<file path="config.mk">
export PLATFORM = sky130hd
export DESIGN_NAME = huffman_merge_ctrl
export DESIGN_NICKNAME = d
export VERILOG_FILES = /design/src/rtl/huffman_merge_ctrl.sv
export SDC_FILE = /design/constraint.sdc
export NUM_CORES = 1
export LEC_CHECK = 0
export CORE_UTILIZATION = 35
export DETAILED_ROUTE_END_ITERATION = 7
export PLACE_DENSITY_LB_ADDON = 0.08
export SETUP_SLACK_MARGIN = 0.2
export SLEW_MARGIN = 5
export SYNTH_ARGS = -nofsm -noshare
export SYNTH_HDL_FRONTEND = slang
export SYNTH_SLANG_ARGS = --single-unit
export TNS_END_PERCENT = 20
</file>
<file path="constraint.sdc">
create_clock -name clock -period 4.6 [get_ports clock]
set_input_delay 0.92 -clock clock [delete_from_list [all_inputs] [get_ports clock]]
set_output_delay 0.92 -clock clock [all_outputs]
set_load 0.03 [all_outputs]
</file>
<file path="src/rtl/huffman_merge_ctrl.sv">
// huffman_merge_ctrl
//   Sequencer that builds a Huffman tree with an external descending sorter.
//   It loads DEPTH symbol probabilities and then repeats the same steps: sort the
//   working set, merge the two smallest active entries into a new internal node,
//   and emit a merge record. After DEPTH-1 merges one node remains and done pulses.
//   Inactive slots hold the all-ones filler value, so they always sort to the top
//   and the active entries sit at the low end (indices DEPTH-n..DEPTH-1).

module huffman_merge_ctrl #(
  parameter int DEPTH = 8,
  parameter int PW    = 8,
  parameter int IDW   = $clog2(2*DEPTH)
) (
  input  logic                 clock,
  input  logic                 rst,
  input  logic                 in_valid,
  output logic                 in_ready,
  input  logic [DEPTH*PW-1:0]  in_prob,
  output logic                 sort_valid,
  input  logic                 sort_ready,
  output logic [DEPTH*PW-1:0]  sort_prob,
  output logic [DEPTH*IDW-1:0] sort_id,
  input  logic                 sort_done,
  input  logic [DEPTH*PW-1:0]  sorted_prob,
  input  logic [DEPTH*IDW-1:0] sorted_id,
  output logic                 mrg_valid,
  input  logic                 mrg_ready,
  output logic [IDW-1:0]       mrg_left,
  output logic [IDW-1:0]       mrg_right,
  output logic [IDW-1:0]       mrg_node,
  output logic [PW-1:0]        mrg_prob,
  output logic                 busy,
  output logic                 done
);

  // Active-entry counter must be able to hold the value DEPTH itself.
  localparam int NW = $clog2(DEPTH + 1);

  // All-ones marks an empty slot; real probabilities top out one below it.
  localparam logic [PW-1:0] FILL    = {PW{1'b1}};
  localparam logic [PW-1:0] SAT_MAX = {{(PW-1){1'b1}}, 1'b0};

  typedef enum logic [2:0] {
    S_IDLE      = 3'd0,
    S_SORT_REQ  = 3'd1,
    S_SORT_WAIT = 3'd2,
    S_MERGE     = 3'd3,
    S_EMIT      = 3'd4,
    S_FIN       = 3'd5
  } state_t;

  state_t state;
  state_t state_next;

  // Working set presented to the sorter.
  logic [PW-1:0]  prob [DEPTH];
  logic [IDW-1:0] id   [DEPTH];
  logic [NW-1:0]  n_act;
  logic [IDW-1:0] next_id;

  logic          load_en;
  logic          capture_en;
  logic          merge_en;
  logic [PW-1:0] merge_sum;

  // Incoming values equal to the filler would be mistaken for empty slots.
  function automatic logic [PW-1:0] clamp_load(input logic [PW-1:0] p);
    logic [PW-1:0] r;
    if (p == FILL) begin
      r = SAT_MAX;
    end else begin
      r = p;
    end
    return r;
  endfunction

  // Full-width add, then saturate so the result never collides with the filler.
  function automatic logic [PW-1:0] sat_add(input logic [PW-1:0] a, input logic [PW-1:0] b);
    logic [PW:0]   s;
    logic [PW-1:0] r;
    s = {1'b0, a} + {1'b0, b};
    if (s > {1'b0, SAT_MAX}) begin
      r = SAT_MAX;
    end else begin
      r = s[PW-1:0];
    end
    return r;
  endfunction

  assign load_en    = (state == S_IDLE) && in_valid;
  assign capture_en = (state == S_SORT_WAIT) && sort_done;
  assign merge_en   = (state == S_MERGE);
  assign merge_sum  = sat_add(prob[DEPTH-2], prob[DEPTH-1]);

  // State register.
  always_ff @(posedge clock or posedge rst) begin
    if (rst) begin
      state <= S_IDLE;
    end else begin
      state <= state_next;
    end
  end

  // Next-state logic for the load / sort / merge / emit loop.
  always_comb begin
    state_next = state;
    case (state)
      S_IDLE: begin
        if (in_valid) begin
          state_next = S_SORT_REQ;
        end else begin
          state_next = S_IDLE;
        end
      end
      S_SORT_REQ: begin
        if (sort_ready) begin
          state_next = S_SORT_WAIT;
        end else begin
          state_next = S_SORT_REQ;
        end
      end
      S_SORT_WAIT: begin
        if (sort_done) begin
          state_next = S_MERGE;
        end else begin
          state_next = S_SORT_WAIT;
        end
      end
      S_MERGE: begin
        state_next = S_EMIT;
      end
      S_EMIT: begin
        if (mrg_ready) begin
          if (n_act > NW'(1)) begin
            state_next = S_SORT_REQ;
          end else begin
            state_next = S_FIN;
          end
        end else begin
          state_next = S_EMIT;
        end
      end
      S_FIN: begin
        state_next = S_IDLE;
      end
      default: begin
        state_next = S_IDLE;
      end
    endcase
  end

  // Handshake and status flags, registered from the next state so they line up with it.
  always_ff @(posedge clock or posedge rst) begin
    if (rst) begin
      in_ready   <= 1'b1;
      sort_valid <= 1'b0;
      mrg_valid  <= 1'b0;
      busy       <= 1'b0;
      done       <= 1'b0;
    end else begin
      in_ready   <= (state_next == S_IDLE);
      sort_valid <= (state_next == S_SORT_REQ);
      mrg_valid  <= (state_next == S_EMIT);
      busy       <= (state_next != S_IDLE);
      done       <= (state_next == S_FIN);
    end
  end

  // Working set: load the leaves, take sorter results, fold the two smallest together.
  always_ff @(posedge clock or posedge rst) begin
    if (rst) begin
      for (int i = 0; i < DEPTH; i++) begin
        prob[i] <= '0;
        id[i]   <= '0;
      end
      n_act   <= '0;
      next_id <= '0;
    end else if (load_en) begin
      for (int i = 0; i < DEPTH; i++) begin
        prob[i] <= clamp_load(in_prob[i*PW +: PW]);
        id[i]   <= IDW'(i);
      end
      n_act   <= NW'(DEPTH);
      next_id <= IDW'(DEPTH);
    end else if (capture_en) begin
      for (int i = 0; i < DEPTH; i++) begin
        prob[i] <= sorted_prob[i*PW +: PW];
        id[i]   <= sorted_id[i*IDW +: IDW];
      end
    end else if (merge_en) begin
      prob[DEPTH-2] <= merge_sum;
      id[DEPTH-2]   <= next_id;
      prob[DEPTH-1] <= FILL;
      id[DEPTH-1]   <= '0;
      n_act         <= n_act - NW'(1);
      next_id       <= next_id + IDW'(1);
    end else begin
      n_act   <= n_act;
      next_id <= next_id;
    end
  end

  // Merge record, captured during the merge cycle and held while it is offered.
  always_ff @(posedge clock or posedge rst) begin
    if (rst) begin
      mrg_left  <= '0;
      mrg_right <= '0;
      mrg_node  <= '0;
      mrg_prob  <= '0;
    end else if (merge_en) begin
      mrg_left  <= id[DEPTH-2];
      mrg_right <= id[DEPTH-1];
      mrg_node  <= next_id;
      mrg_prob  <= merge_sum;
    end else begin
      mrg_left  <= mrg_left;
      mrg_right <= mrg_right;
      mrg_node  <= mrg_node;
      mrg_prob  <= mrg_prob;
    end
  end

  // Flatten the working set onto the sorter request buses.
  always_comb begin
    sort_prob = '0;
    sort_id   = '0;
    for (int i = 0; i < DEPTH; i++) begin
      sort_prob[i*PW +: PW]  = prob[i];
      sort_id[i*IDW +: IDW]  = id[i];
    end
  end

endmodule

</file>
; Yosys cells after proc, flatten, opt, wreduce, memory -nomap -nowiden
; Cells that the tools add are included.
[totals]
regBits = 132
input_bits = 166
output_inout_bits = 121
[classes]
n_addsub = 3
n_lt_le_gt_ge = 2
n_eq_ne = 16
n_mux = 29
reduce_logical = 9
[ops]
columns = op, n
row1 = 8-bit 2-to-1 mux, 11
row2 = 8-bit equality test (second input constant), 8
row3 = 64-bit 2-to-1 mux, 1
row4 = 48-bit 2-to-1 mux, 1
row5 = 16-bit 2-to-1 mux, 2
row6 = 32-bit 2-to-1 mux, 1
row7 = 24-bit 2-to-1 mux, 1
row8 = 4-bit 2-to-1 mux, 6
row9 = 3-bit case mux with 5 select lines, 1
row10 = 8-bit by 8-bit adder with 9-bit output, 1
row11 = 3-bit equality test (second input constant), 3
row12 = 9-bit by 8-bit greater-than comparator with 1-bit output (second input constant), 1
row13 = 3-bit by 1-bit equality test with 1-bit output (second input constant), 2
row14 = 3-bit by 2-bit equality test with 1-bit output (second input constant), 2
row15 = 3-bit logical NOT, 2
row16 = 3-bit 2-to-1 mux, 2
row17 = 3-bit nonzero test, 2
row18 = 4-bit by 1-bit adder with 4-bit output (second input constant), 1
row19 = 4-bit by 1-bit greater-than comparator with 1-bit output (second input constant), 1
row20 = 2-bit nonzero test, 2
row21 = 4-bit by 1-bit subtractor with 4-bit output (second input constant), 1
row22 = 1-bit logical AND, 2
row23 = 1-bit 2-to-1 mux, 2
row24 = 2-bit 2-to-1 mux, 1
row25 = 2 further kinds, 2

; Depth between registers and ports, before layout
[logic_depth]
ltp_word = 6
mapped_depth = 8
depth_no_buf = 7

; Worst setup path after synthesis
; No wires, ideal clock.
[synth_path]
path_type = register to register
from = register prob (netlist bit sort_prob[48])
to = register mrg_prob[1]
setup_time_ns = 0.121
arrival_time_ns = 2.214
t_required_ns = 4.479
path_slack_ns = 2.265
stages_incl_launch_ff = 9
synth_period_minus_slack_ns = 2.335
path_cell_list = dfrtp_1 ha_1 fa_1 a211oi_2 o21a_1 o21bai_1 or2_1 buf_2 o22a_1
[synth_via]
elab_chain_len = 3
[synth_lines]
columns = item, line
row1 = start: declaration, 56  ; logic [PW-1:0] prob [DEPTH];
row2 = start signal: indexed assignment, 180  ; prob[i] <= clamp_load(in_prob[i*PW +: PW]);
row3 = start signal: indexed assignment, 187  ; prob[i] <= sorted_prob[i*PW +: PW];
row4 = start signal: indexed assignment, 191  ; prob[DEPTH-2] <= merge_sum;
row5 = 8-bit by 8-bit adder with 9-bit output *, 81  ; s = {1'b0, a} + {1'b0, b};
row6 = 9-bit by 8-bit greater-than comparator with 1-bit output, 82  ; if (s > {1'b0, SAT_MAX}) begin
row7 = 8-bit 2-to-1 mux *, 82
row8 = end signal: assignment, 214  ; mrg_prob <= merge_sum;
row9 = end signal: assignment, 219  ; mrg_prob <= mrg_prob;
row10 = end: declaration, 31  ; output logic [PW-1:0] mrg_prob,
; Mark *: on every way between the ends. The rest lies on a longest branch, timed or not.
; A chain may end at the register's enable or synchronous reset.

; Worst setup path in the final report
[layout_path]
from = input port sort_done
to = register prob (netlist bit sort_prob[56])
[layout_via]
elab_chain_len = 3
word_cells_on_any_way = 4
cone_classes = mux (2) / reduce/logical (2)
[layout_lines]
columns = item, line
row1 = start: declaration, 23  ; input logic sort_done,
row2 = 1-bit logical AND *, 91  ; assign capture_en = (state == S_SORT_WAIT) && sort_done;
row3 = 16-bit 2-to-1 mux, 185  ; end else if (capture_en) begin
row4 = 64-bit 2-to-1 mux, 178  ; end else if (load_en) begin
; Marks and branches as above.

==> flow_summary.yaml <==
setup_path:
  startpoint: "sort_done"
  critPathMaxStageDelay_ps: 560
  crit_path_top_delay_cell: "nor2_4"
  path_delay_family: "simple AND/OR/NAND/NOR gates"
  required_ps: 4890
  cp_max_fo: 40
  cp.buffers_inverters: 2
  crit_type: "in2reg"
  crit_path_end_kind: "flip-flop"
  reg2reg_from: "state[2]$_DFF_PP0_"
  path_cells: "clkdlybuf4s50_1 -> and4bb_4 -> nor2_4 -> buf_4 -> nand2_1 -> o221a_2"
  critPathLaunchType: "input pin"
  arrival_ps: 3240
  r2r_slack_ps: 1990
synth:
  synthTopCellsByCount: "nand2_1, dfrtp_1, a22oi_1"
  synth.ff_latch_count: 132
  ys_seq_area_share_pct: 56.0
  synthArstFlopShare_pct: 100
  synth_flop_cell: "dfrtp_1"
  synth_top_area_share_pct: 55.6
  avgSynthCellArea_um2: 10.3
  syn_nets: 748
  synth_edf_count: 0
  synth_largest_area_cell: "dfrtp_1"
  synthTopCellsByArea: "dfrtp_1, nand2_1, a22oi_1, a22o_1, ha_1"
  synth_most_common_cell: "nand2_1"
  synth_area_um2: 5900
  yosys_warnings: 0
  postSynthCellCount: 570
  ys_types: 56
clock_tree:
  cts.sink_count: 132
  clk_latency_ps: 410
  cts_tree: "built"
  postCtsSetupBuffers: 0
  htree_num_levels: 4
  hold_buffers: 0
  clockBufferDepth: 2
  root_buffer: "clkbuf_16"
  clkTransAtPathRegs_ps: 60
  ctsResizeCount: 0
  cts_buffers: 17
detailed_routing:
  drcViolationCount: 0
  dr.pass1.iters: 5
  wl_per_cell_um: 17.9
  drtIter0Drc: 244
  routed_via_density: 5.11
  antenna_left: 0
  wirelength_mm: 19.3
  vias: 5513
floorplan:
  die_w_um: 132
  dieArea_um2: 17400
  io_pins: 287
  fp.dieH_um: 132
  coreArea_um2: 16500
  start_util_pct: 35.7
  num_rows: 47
hold_path:
  min_path_type: "reg2reg"
  hp-start: "sort_prob[29]$_DFFE_PP0P_"
power_and_ir_drop:
  p_total_mw: 7.43
  irDropWorstVdd_mv: 0.414
  leakagePower_nw: 4.04
  powerDensity_nw_per_um2: 784
placement:
  io_buffer_count: 286
  post-place-ws_ps: 1190
  place_inst: 1047
  gp_congestion: 0.880
  detailed_place_hpwl_mm: 13.9
timing:
  finalSetupTns_ps: 0
  period_minus_slack_ps: 2940
  worst_pin_slew_ps: 817
  fin_ws_ps: 1660
  skew_ps: 8.13
  slew_headroom_pct: 45.5
  setup_viol: 0
  post-route-period-util_pct: 64.0
  drv_slew: 0
  rsz0062_at_grt: "false"
  hold_viol_final: 0
  fmax_mhz: 340
finish:
  drive_gt1_share_pct: 5.94
  seqCellArea_um2: 3300
  stdcell_count: 1079
  multiInputGateArea_um2: 2390
  antenna_cells: 0
  syn2layout_area_growth_pct: 60.7
  nNetsFinal: 1024
  fill_cells: 1434
global_routing:
  grt_max_degree: 87
  antenna_found_initial: 0
  grt_pass1_vias: 5632
  groute.usage.overall_pct: 22.9
  grt_overflow: 0
  grt_pass1_wl_mm: 30.7
outcome:
  outcome: "complete, no violations"
flow_run:
  max_cap_violations: 0
layout by cell type (no fill, tap or decap), types with 6 or more instances in the layout:
master           Yosys  layout
a21oi_1             13      13
a22o_1              17      17
a22oi_1             48      48
a2bb2oi_1            6       6
buf_4                1       7
clkbuf_16            0      17
clkdlybuf4s50_1      0     286
dfrtp_1            131     131
ha_1                11      11
nand2_1            135     135
nand3_1              9       9
nand4_1              9       9
nor2_1              35      35
o21ai_0             23      23
o22a_1              13      13
o22ai_1             13      13
xor2_1               6       6
path summary, 6_finish.rpt:
path / endpoint / cells past startpoint
max: sort_prob[56]$_DFFE_PP0P_ / 6
min: sort_prob[29]$_DFFE_PP0P_ / 2
max reg2reg: sort_prob[56]$_DFFE_PP0P_ / 5
min reg2reg: sort_prob[29]$_DFFE_PP0P_ / 2
max in group asynchronous: n_act[1]$_DFFE_PP0P_ / 3
min in group asynchronous: sort_prob[5]$_DFFE_PP0P_ / 2
flip-flops by register name, summed over array words and instances, names as in the netlist:
register,count
busy,1
done,1
in_ready,1
mrg_left,4
mrg_node,4
mrg_prob,8
mrg_right,4
mrg_valid,1
n_act,4
next_id,4
sort_id,32
sort_prob,64
sort_valid,1
state,3
tightest hold or removal path: stages (launching register included):
cell	delay (ps)
dfrtp_1	340
nand2_1	50
nand2_1	50
layer usage:
layer	wire, um	global-route usage, %
met2	9420	37.9
met5	0	0
met3	1310	6.11
met1	8370	29.3
met4	247	6.85
cell families (layout without fill, tap and decap cells):
| kind of cell | Yosys count | in the layout | synth area share (%) |
|---|---|---|---|
| flops | 132 | 132 | 56.0 |
| xor+xnor | 11 | 11 | 1.63 |
| compound gates | 159 | 159 | 19.8 |
| fa+ha+maj | 12 | 12 | 2.67 |
| mux | 2 | 2 | 0.340 |
| buf+inv | 43 | 332 | 3.59 |
| simple gates | 211 | 211 | 15.9 |
through the flow:
stage | utilization (%) | hold WS (ps) | instance area (um2)
final | 57.3 | 474 | 9480
after CTS | 57.3 | 476 | 9480
after global placement | 54.1 | 458 | 8930
after detailed placement | 54.1 | 462 | 8930
after floorplan | - | 480 | 5900
after global routing | 57.3 | 484 | 9480
report_power, final:
| group | internal [mW] | switching [mW] | leakage (nW) | total [mW] |
|---|---|---|---|---|
| sequential | 1.71 | 0.372 | 1.59 | 2.08 |
| clock | 0.717 | 0.502 | 0.255 | 1.22 |
| combinational | 1.71 | 2.41 | 2.19 | 4.12 |
layout make-up:
cell class | count | area share (%)
Clock buffer | 21 | 4.86
Clock inverter | 11 | 0.845
Inverter | 6 | 0.277
Multi-Input combinational cell | 395 | 25.3
Sequential cell | 132 | 34.9
Tap cell | 220 | 2.91
Timing Repair Buffer | 294 | 31.0
Note: power is estimated with default switching activity, not from simulation.
